## config.mk

```make
export PLATFORM = sky130hd
export DESIGN_NAME = sd_block_writer
export DESIGN_NICKNAME = d
export VERILOG_FILES = /design/src/rtl/sd_block_writer.sv
export SDC_FILE = /design/constraint.sdc
export NUM_CORES = 1
export LEC_CHECK = 0
export CELL_PAD_IN_SITES_DETAIL_PLACEMENT = 1
export CELL_PAD_IN_SITES_GLOBAL_PLACEMENT = 2
export CORE_MARGIN = 1.5
export CORE_UTILIZATION = 32
export DETAILED_ROUTE_END_ITERATION = 16
export GPL_TIMING_DRIVEN = 0
export PLACE_DENSITY_LB_ADDON = 0.1
export SETUP_SLACK_MARGIN = 0.15
export SYNTH_ARGS = -nofsm -noshare
export SYNTH_HDL_FRONTEND = slang
export SYNTH_SLANG_ARGS = --single-unit
```

## constraint.sdc

```tcl
create_clock -name clock -period 2.3 [get_ports clock]
set_input_delay 0.23 -clock clock [delete_from_list [all_inputs] [get_ports clock]]
set_output_delay 0.23 -clock clock [all_outputs]
set_load 0.01 [all_outputs]
```

## src/rtl/sd_block_writer.sv

```systemverilog
// sd_block_writer: SPI-mode SD single-block write (CMD24) engine.
// Streams one FIFO block to the card and reports the data-response outcome.
module sd_block_writer #(
    parameter int          CLK_DIV     = 2,
    parameter int          BLOCK_BYTES = 512,
    parameter int          NCR_MAX     = 8,
    parameter logic [15:0] BUSY_MAX    = 16'hFFFF
) (
    input  logic        clock,
    input  logic        reset,
    input  logic        start,
    input  logic [31:0] address,
    input  logic [7:0]  fifo_data_out,
    input  logic        fifo_empty,
    output logic        fifo_pop,
    input  logic        MISO,
    output logic        CS,
    output logic        SCLK,
    output logic        MOSI,
    output logic        busy,
    output logic        done,
    output logic        error,
    output logic [7:0]  status
);
    localparam int DW = (CLK_DIV > 1) ? $clog2(CLK_DIV) : 1;
    localparam logic [DW-1:0] DIV_LAST  = DW'(CLK_DIV - 1);
    localparam logic [15:0]   NCR_LAST  = 16'(NCR_MAX - 1);
    localparam logic [15:0]   DATA_LAST = 16'(BLOCK_BYTES - 1);
    localparam logic [15:0]   BUSY_LAST = BUSY_MAX - 16'd1;

    typedef enum logic [3:0] {
        S_IDLE,
        S_CMD,
        S_R1,
        S_GAP,
        S_TOKEN,
        S_DATA,
        S_CRC,
        S_DRESP,
        S_BUSYW,
        S_FIN,
        S_ERR
    } state_t;

    state_t        state_q, state_d;
    logic [15:0]   cnt_q, cnt_d;
    logic [31:0]   addr_q, addr_d;
    logic [7:0]    status_q, status_d;
    logic [7:0]    tx_q, tx_d;
    logic [7:0]    rx_q, rx_d;
    logic          error_q, error_d;
    logic          done_q, done_d;
    logic          cs_q, cs_d;
    logic          sclk_q, sclk_d;
    logic          run_q, run_d;
    logic [DW-1:0] div_q, div_d;
    logic [2:0]    bit_q, bit_d;

    logic       tick;
    logic       rise;
    logic       fall;
    logic       byte_done;
    logic       load;
    logic [7:0] load_byte;
    logic [7:0] cmd_next;

    always_comb begin
        case (cnt_q[2:0])
            3'd0:    cmd_next = addr_q[31:24];
            3'd1:    cmd_next = addr_q[23:16];
            3'd2:    cmd_next = addr_q[15:8];
            3'd3:    cmd_next = addr_q[7:0];
            default: cmd_next = 8'hFF;
        endcase
    end

    always_comb begin
        tick      = (div_q == DIV_LAST);
        rise      = run_q & tick & ~sclk_q;
        fall      = run_q & tick & sclk_q;
        byte_done = fall & (bit_q == 3'd7);

        state_d   = state_q;
        cnt_d     = cnt_q;
        addr_d    = addr_q;
        status_d  = status_q;
        error_d   = error_q;
        done_d    = 1'b0;
        fifo_pop  = 1'b0;
        load      = 1'b0;
        load_byte = 8'hFF;

        case (state_q)
            S_IDLE: begin
                if (start) begin
                    state_d   = S_CMD;
                    addr_d    = address;
                    error_d   = 1'b0;
                    cnt_d     = '0;
                    load      = 1'b1;
                    load_byte = 8'h58;
                end
            end
            S_CMD: begin
                if (byte_done) begin
                    load = 1'b1;
                    if (cnt_q == 16'd5) begin
                        state_d = S_R1;
                        cnt_d   = '0;
                    end else begin
                        cnt_d     = cnt_q + 16'd1;
                        load_byte = cmd_next;
                    end
                end
            end
            S_R1: begin
                if (byte_done) begin
                    load = 1'b1;
                    if (!rx_q[7]) begin
                        if (rx_q == 8'h00) begin
                            state_d = S_GAP;
                        end else begin
                            state_d  = S_ERR;
                            status_d = rx_q;
                        end
                    end else if (cnt_q == NCR_LAST) begin
                        state_d  = S_ERR;
                        status_d = 8'hFF;
                    end else begin
                        cnt_d = cnt_q + 16'd1;
                    end
                end
            end
            S_GAP: begin
                if (byte_done) begin
                    state_d   = S_TOKEN;
                    load      = 1'b1;
                    load_byte = 8'hFE;
                end
            end
            S_TOKEN: begin
                if (byte_done) begin
                    state_d   = S_DATA;
                    cnt_d     = '0;
                    load      = ~fifo_empty;
                    fifo_pop  = ~fifo_empty;
                    load_byte = fifo_data_out;
                end
            end
            S_DATA: begin
                // an empty FIFO at a boundary parks the engine until data shows up
                if (byte_done) begin
                    if (cnt_q == DATA_LAST) begin
                        state_d = S_CRC;
                        cnt_d   = '0;
                        load    = 1'b1;
                    end else begin
                        cnt_d     = cnt_q + 16'd1;
                        load      = ~fifo_empty;
                        fifo_pop  = ~fifo_empty;
                        load_byte = fifo_data_out;
                    end
                end else if (!run_q && !fifo_empty) begin
                    load      = 1'b1;
                    fifo_pop  = 1'b1;
                    load_byte = fifo_data_out;
                end
            end
            S_CRC: begin
                if (byte_done) begin
                    load = 1'b1;
                    if (cnt_q == 16'd1) begin
                        state_d = S_DRESP;
                        cnt_d   = '0;
                    end else begin
                        cnt_d = cnt_q + 16'd1;
                    end
                end
            end
            S_DRESP: begin
                if (byte_done) begin
                    load     = 1'b1;
                    status_d = rx_q;
                    if (rx_q[4:0] == 5'b00101) begin
                        state_d = S_BUSYW;
                        cnt_d   = '0;
                    end else begin
                        state_d = S_ERR;
                    end
                end
            end
            S_BUSYW: begin
                if (byte_done) begin
                    load = 1'b1;
                    if (rx_q == 8'hFF) begin
                        state_d = S_FIN;
                    end else if (cnt_q == BUSY_LAST) begin
                        state_d = S_ERR;
                    end else begin
                        cnt_d = cnt_q + 16'd1;
                    end
                end
            end
            S_FIN: begin
                if (byte_done) begin
                    state_d = S_IDLE;
                    done_d  = 1'b1;
                    error_d = 1'b0;
                end
            end
            S_ERR: begin
                if (byte_done) begin
                    state_d = S_IDLE;
                    done_d  = 1'b1;
                    error_d = 1'b1;
                end
            end
            default: state_d = S_IDLE;
        endcase

        div_d  = (run_q && !tick) ? div_q + DW'(1) : '0;
        sclk_d = (run_q && tick) ? ~sclk_q : sclk_q;
        bit_d  = fall ? bit_q + 3'd1 : bit_q;
        tx_d   = fall ? {tx_q[6:0], 1'b1} : tx_q;
        rx_d   = rise ? {rx_q[6:0], MISO} : rx_q;
        run_d  = byte_done ? 1'b0 : run_q;
        if (load) begin
            tx_d   = load_byte;
            div_d  = '0;
            sclk_d = 1'b0;
            bit_d  = '0;
            run_d  = 1'b1;
        end

        cs_d = (state_d == S_IDLE) || (state_d == S_FIN) || (state_d == S_ERR);
    end

    always_ff @(posedge clock or negedge reset) begin
        if (!reset) begin
            state_q  <= S_IDLE;
            cnt_q    <= '0;
            addr_q   <= '0;
            status_q <= '0;
            tx_q     <= 8'hFF;
            rx_q     <= '0;
            error_q  <= 1'b0;
            done_q   <= 1'b0;
            cs_q     <= 1'b1;
            sclk_q   <= 1'b0;
            run_q    <= 1'b0;
            div_q    <= '0;
            bit_q    <= '0;
        end else begin
            state_q  <= state_d;
            cnt_q    <= cnt_d;
            addr_q   <= addr_d;
            status_q <= status_d;
            tx_q     <= tx_d;
            rx_q     <= rx_d;
            error_q  <= error_d;
            done_q   <= done_d;
            cs_q     <= cs_d;
            sclk_q   <= sclk_d;
            run_q    <= run_d;
            div_q    <= div_d;
            bit_q    <= bit_d;
        end
    end

    assign CS     = cs_q;
    assign SCLK   = sclk_q;
    assign MOSI   = tx_q[7];
    assign busy   = (state_q != S_IDLE);
    assign done   = done_q;
    assign error  = error_q;
    assign status = status_q;

endmodule

```

# Yosys cells after proc, flatten, opt, wreduce, memory -nomap -nowiden
# Cells that the tools add are included.
# word_totals
regBits	85
input_bits	45
output_inout_bits	15
wordCells	164
# classes
n_addsub	3
eq_ne	40
n_mux	77
bitwise_logic	6
reduce_logical	25
# op_table
cell	count
16-bit 2-to-1 mux	16
16-bit one-hot mux with 8 select lines	1
8-bit 2-to-1 mux	14
4-bit 2-to-1 mux	18
4-bit one-hot mux with 10 select lines	1
8-bit one-hot mux with 5 select lines	1
16-bit by 3-bit == test with 1-bit output (second input constant)	2
8-bit one-hot mux with 4 select lines	1
2-bit != test (second input constant)	15
4-bit == test (second input constant)	5
1-bit 2-to-1 mux	18
16-bit by 1-bit adder with 16-bit output (second input constant)	1
16-bit by 1-bit == test with 1-bit output (second input constant)	1
16-bit == test (second input constant)	1
16-bit by 9-bit == test with 1-bit output (second input constant)	1
4-bit by 3-bit == test with 1-bit output (second input constant)	4
8-bit one-hot mux with 2 select lines	1
14-bit AND reduction	1
4-bit by 2-bit == test with 1-bit output (second input constant)	2
8-bit == test (second input constant)	1
4-bit logical NOT	2
8-bit logical NOT	1
2-bit nonzero test	4
8-bit nonzero test	1
other kinds (26)	38

# Logic depth before layout (Yosys ltp)
# depth
word_depth	8
mapped_depth	10
depth_no_buf	9

# Worst setup path before layout
# Ideal clock, no wire load.
# synth_path
path_type	flip-flop to flip-flop
startpoint	reg cnt_q[1]
endpoint	reg cnt_q[7]
setup_ps	128
arrival_time_ps	2284
t_required_ps	2172
slack_ps	-113
path_stages_with_launch	10
path_buffers	1
period_less_slack_ps	2413
cell_sequence	dfrtp_1 inv_1 ha_1 or4bb_1 nor4_4 o21ai_1 a311oi_2 nand2b_4 buf_8 o31ai_1
# synth_between
elab_chain_cells	5
word_cells_on_any_way	22
classes_between	add/sub (1); eq/ne (7); mux (13); reduce/logical (1)
# synth_rtl
item	line_no	text
start, declared	46	logic [15:0] cnt_q, cnt_d;
start signal, assigned	255	cnt_q <= cnt_d;
16-bit by 1-bit adder with 16-bit output	n/a	
16-bit 2-to-1 mux, on equally long branches	197, 126	
16-bit 2-to-1 mux, on equally long branches	195, 119	
16-bit 2-to-1 mux, on equally long branches	193, 117	
16-bit one-hot mux with 8 select lines	93	case (state_q)
# Several ways; a longest one is shown, not always the timed one. The select of a mux whose other input is x is not followed.
# A chain may end at the register's enable or synchronous reset.

# Worst setup path after layout
# layout_path
startpoint	reg state_q[0]
endpoint	out fifo_pop
# layout_between
elab_chain_cells	2
word_cells_on_any_way	3
classes_between	eq/ne (2); mux (1)
# layout_rtl
item	line_no	text
start, declared	45	state_t state_q, state_d;
start signal, assigned	254	state_q <= state_d;
4-bit by 3-bit == test with 1-bit output	93	
1-bit one-hot mux with 2 select lines (*)	93	
end, declared	15	output logic fifo_pop,
# Mark *: on every way between the ends. The rest lies on a longest branch, timed or not.

==> impl_metrics.csv <==
group,metric,value,unit
route,vias,4362,
pwr,clockPowerShare,47.6,%
pwr,power_frac_seq,48.1,%
clocking,cts_tree,"done",
synthesis,synth_seq_area_share,45.45,%
global_route,grt_max_degree,47,
critical_path,start_kind,"flop",
route,routed_via_density,5.473,
synthesis,synth.top_cell.area_share,40.43,%
global_route,grt_pass1_vias,4535,
placed_design,dpl.hpwl,10.49,mm
synthesis,synth_warnings,0,
global_route,antenna_found_initial,0,
timing,final_max_slew_viol_count,0,
synthesis,yosys-mux-area-fraction,9.787,%
placed_design,port_buffers,59,
synthesis,ys_top_cells_by_area,"dfrtp_1, mux2_2, dfstp_2",
pwr,netSwitchingFraction,25.25,%
global_route,track_usage,20.01,%
timing,clock.fmax,391.1,MHz
clocking,cts_htree_levels,3,
placed_design,numPlacedInstances,732,
synthesis,netlist_area,0.004705,mm^2
pwr,power_density,451.4,mW/mm^2
finish,multi_input_area,0.002907,mm^2
critical_path,worst-path-max-fanout,10,
synthesis,ys_async_sr_fraction,100.0,%
synthesis,syn_avg_cell_area,9.640,um^2
floorplan,die_w,124.3,um
critical_path,cp.required,2.07,ns
clocking,root_buffer,"clkbuf_16",
global_route,grt_pass1_wl,24.56,mm
outcome,violations,"setup timing",
timing,fin_skew,0.006064,ns
floorplan,core_area,0.01442,mm^2
route,wl_per_cell,19.40,um
pwr,peakVddDrop,283.2,uV
run,max-cap-violations,0,
clocking,clock-sinks,85,
floorplan,start_util,32.62,%
placed_design,placed_area,0.005568,mm^2
pwr,p_comb_share,4.3,%
finish,stdcell_area,0.006973,mm^2
finish,final_nets,660,
synthesis,synth_top_family_by_area,"compound AO/OA/AOI/OAI gates",
timing,finalCritPeriodShare,111.2,%
synthesis,ys_ff_latch,85,
synthesis,synth_compound_area_share,19.23,%
timing,worst_pin_slew,0.6392,ns
timing,maxSlewHeadroom,57.39,%
critical_path,critical_path_class,"flop to output port",
synthesis,synthesis.nets,540,
finish,postLayoutCoreUtil,48.34,%
clocking,cts_buffer_depth,2,
synthesis,synthAdderAreaFrac,1.862,%
floorplan,io_pins,60,
synthesis,synth-xor-area-share,0.3723,%
worst_hold_path,hold_class,"input port to async pin",
synthesis,yosysTopAreaCell,"dfrtp_1",
finish,syn_to_final_growth,48.22,%
route,first_pass_iters,8,
route,wl,15.46,mm
timing,setup_viol,30,
finish,regArea,0.002143,mm^2
global_route,grt_overflow,0,
finish,fin_cells,797,
finish,n_antenna_cell,0,
pwr,leakage,2.822,nW
pwr,internal_power,0.002353,W
synthesis,synthSimpleGateAreaFrac,19.20,%
route,drt_iter0_markers,219,
critical_path,crit_path_end_kind,"output port",
pwr,switchingPower,0.0007947,W
route,postRouteAntennaNets,0,
clocking,cts.clk_slew.worst_paths,0.07,ns
critical_path,cp.arrival,2.33,ns
timing,fin_crit,2.557,ns
timing,setup_ws,-0.2570,ns
timing,rsz0062_at_grt,"true",
clocking,cts_made_buffers,9,
placed_design,gp_congestion,0.7810,
finish,fillers,1573,
outcome,outcome,"complete, but fails checks",
placed_design,pre_cts_slack,-0.7855,ns
synthesis,synth.distinct_cells,66,
synthesis,synth_flop_cell,"dfrtp_1",
clocking,clkLatencyLatePin,0.36,ns
floorplan,die_area,0.01544,mm^2
timing,hold_viol,0,
synthesis,netlist_instances,488,
synthesis,synth-edff-count,0,
floorplan,rows,44,
route,route.detailed.drc,0,
floorplan,die_y,124.3,um
finish,drive_above_1_share,39.64,%
-- cell type report --
type | count | share of cell area, %
Clock inverter | 7 | 1.095
Sequential cell | 85 | 30.74
Timing Repair Buffer | 109 | 15.68
Clock buffer | 9 | 3.230
Tap cell | 184 | 3.302
Buffer | 31 | 3.625
Multi-Input combinational cell | 360 | 41.68
Inverter | 12 | 0.6460
-- power by group through the flow --
stage	Sequential (W)	Clock [W]	Combinational (W)
2_1_floorplan	0.00154	0	0.0000144
3_3_place_gp	0.00154	0	0.000129
3_5_place_dp	0.00154	0	0.000134
4_1_cts	0.00151	0.00153	0.000139
5_1_grt	0.00151	0.00161	0.000150
6_report	0.00151	0.00150	0.000137
-- cell usage in the layout (no fill, tap or decap), types with 10 or more instances in the layout --
| master | count |
|---|---|
| a21oi_2 | 13 |
| buf_4 | 37 |
| a31oi_1 | 10 |
| clkdlybuf4s50_1 | 57 |
| nand3_1 | 13 |
| nand2_1 | 50 |
| o21ai_1 | 16 |
| mux2_2 | 40 |
| inv_1 | 10 |
| buf_6 | 18 |
| nor2_1 | 33 |
| nand4_1 | 11 |
| a21oi_1 | 15 |
| o21ai_2 | 11 |
| dfrtp_1 | 72 |
-- layer usage --
metal | GRT usage (%) | part of all wire (%) | vias to the layer above
li1 | - | - | 2063
met1 | 26.57 | 46 | 2210
met2 | 33.48 | 50 | 71
met3 | 4.210 | 2.9 | 18
met4 | 4.665 | 1.2 | 0
met5 | 0 | 0 | -
-- final timing paths --
path | from | end | slack (ns) | depth (start not counted)
max | state_q[0] | fifo_pop | -0.26 | 6
min | reset | status[5] | 0.44 | 2
max reg2reg | cnt_q[13] | cnt_q[7] | -0.26 | 8
min reg2reg | status[5] | status[5] | 0.50 | 2
max in group asynchronous | reset | cnt_q[0] | 1.20 | 3
min in group clock | address[17] | addr_q[17] | 0.48 | 2
-- worst max-delay path, stage by stage, from the launching register on --
cell and delay, ns:
dfrtp_2 0.45, buf_4 0.19, buf_4 0.19, buf_4 0.19, or4_1 0.53, a21oi_2 0.18, clkdlybuf4s15_2 0.24
-- state kept, by name, summed over array words and instances, names as in the netlist --
signal / count
state_q: 4
SCLK: 1
cnt_q: 16
bit_q: 3
rx_q: 8
addr_q: 32
div_q: 1
tx_q: 8
run_q: 1
status: 8
done: 1
CS: 1
error: 1
-- synth_stat cells (2+ instances only) --
library cell,count
dfrtp_1,76
nand2_1,59
nor2_1,42
mux2_2,40
a21oi_1,32
o21ai_0,25
clkbuf_1,20
nand3_1,13
a31oi_1,12
inv_1,12
nand4_1,11
o21ai_1,10
a222oi_1,9
and3_1,9
dfstp_2,9
nor3_1,9
ha_1,7
a2111oi_0,6
o31ai_1,6
and4_1,5
nand2b_1,5
nor4_1,5
o41ai_1,5
buf_2,4
a21o_1,3
buf_1,3
o211ai_1,3
o22ai_2,3
and2_1,2
buf_4,2
nor4_2,2
or3_1,2
or4_4,2
or4bb_1,2
xnor2_1,2
-- cells by family (layout without fill, tap and decap cells) --
family	count (synthesis)	after routing
fa+ha+maj	7	7
flops	85	85
xor+xnor	2	2
compound gates	133	133
simple gates	177	177
mux	41	41
buf+inv	43	168
-- repair_timing --
item                                    CTS  global route
gates cloned                              2             0
hold buffers                              1             0
endpoints found under the setup margin   76            73
pin swaps                                28            21
setup buffers                            27            19
gates resized for setup                 123            74
endpoints found under the hold margin    36             0
-- per-stage QoR --
step                      hold slack, ns  total power, W  TNS, ns
final                             0.4351        0.003147   -4.371
after global routing              0.4742        0.003272   -8.115
after CTS                         0.4560        0.003182   -4.053
after detailed placement          0.2942        0.001677   -31.04
after global placement            0.4625        0.001671  -211.50
after floorplan                 -0.06559        0.001553  -0.1675
(Power assumes the default switching activity.)
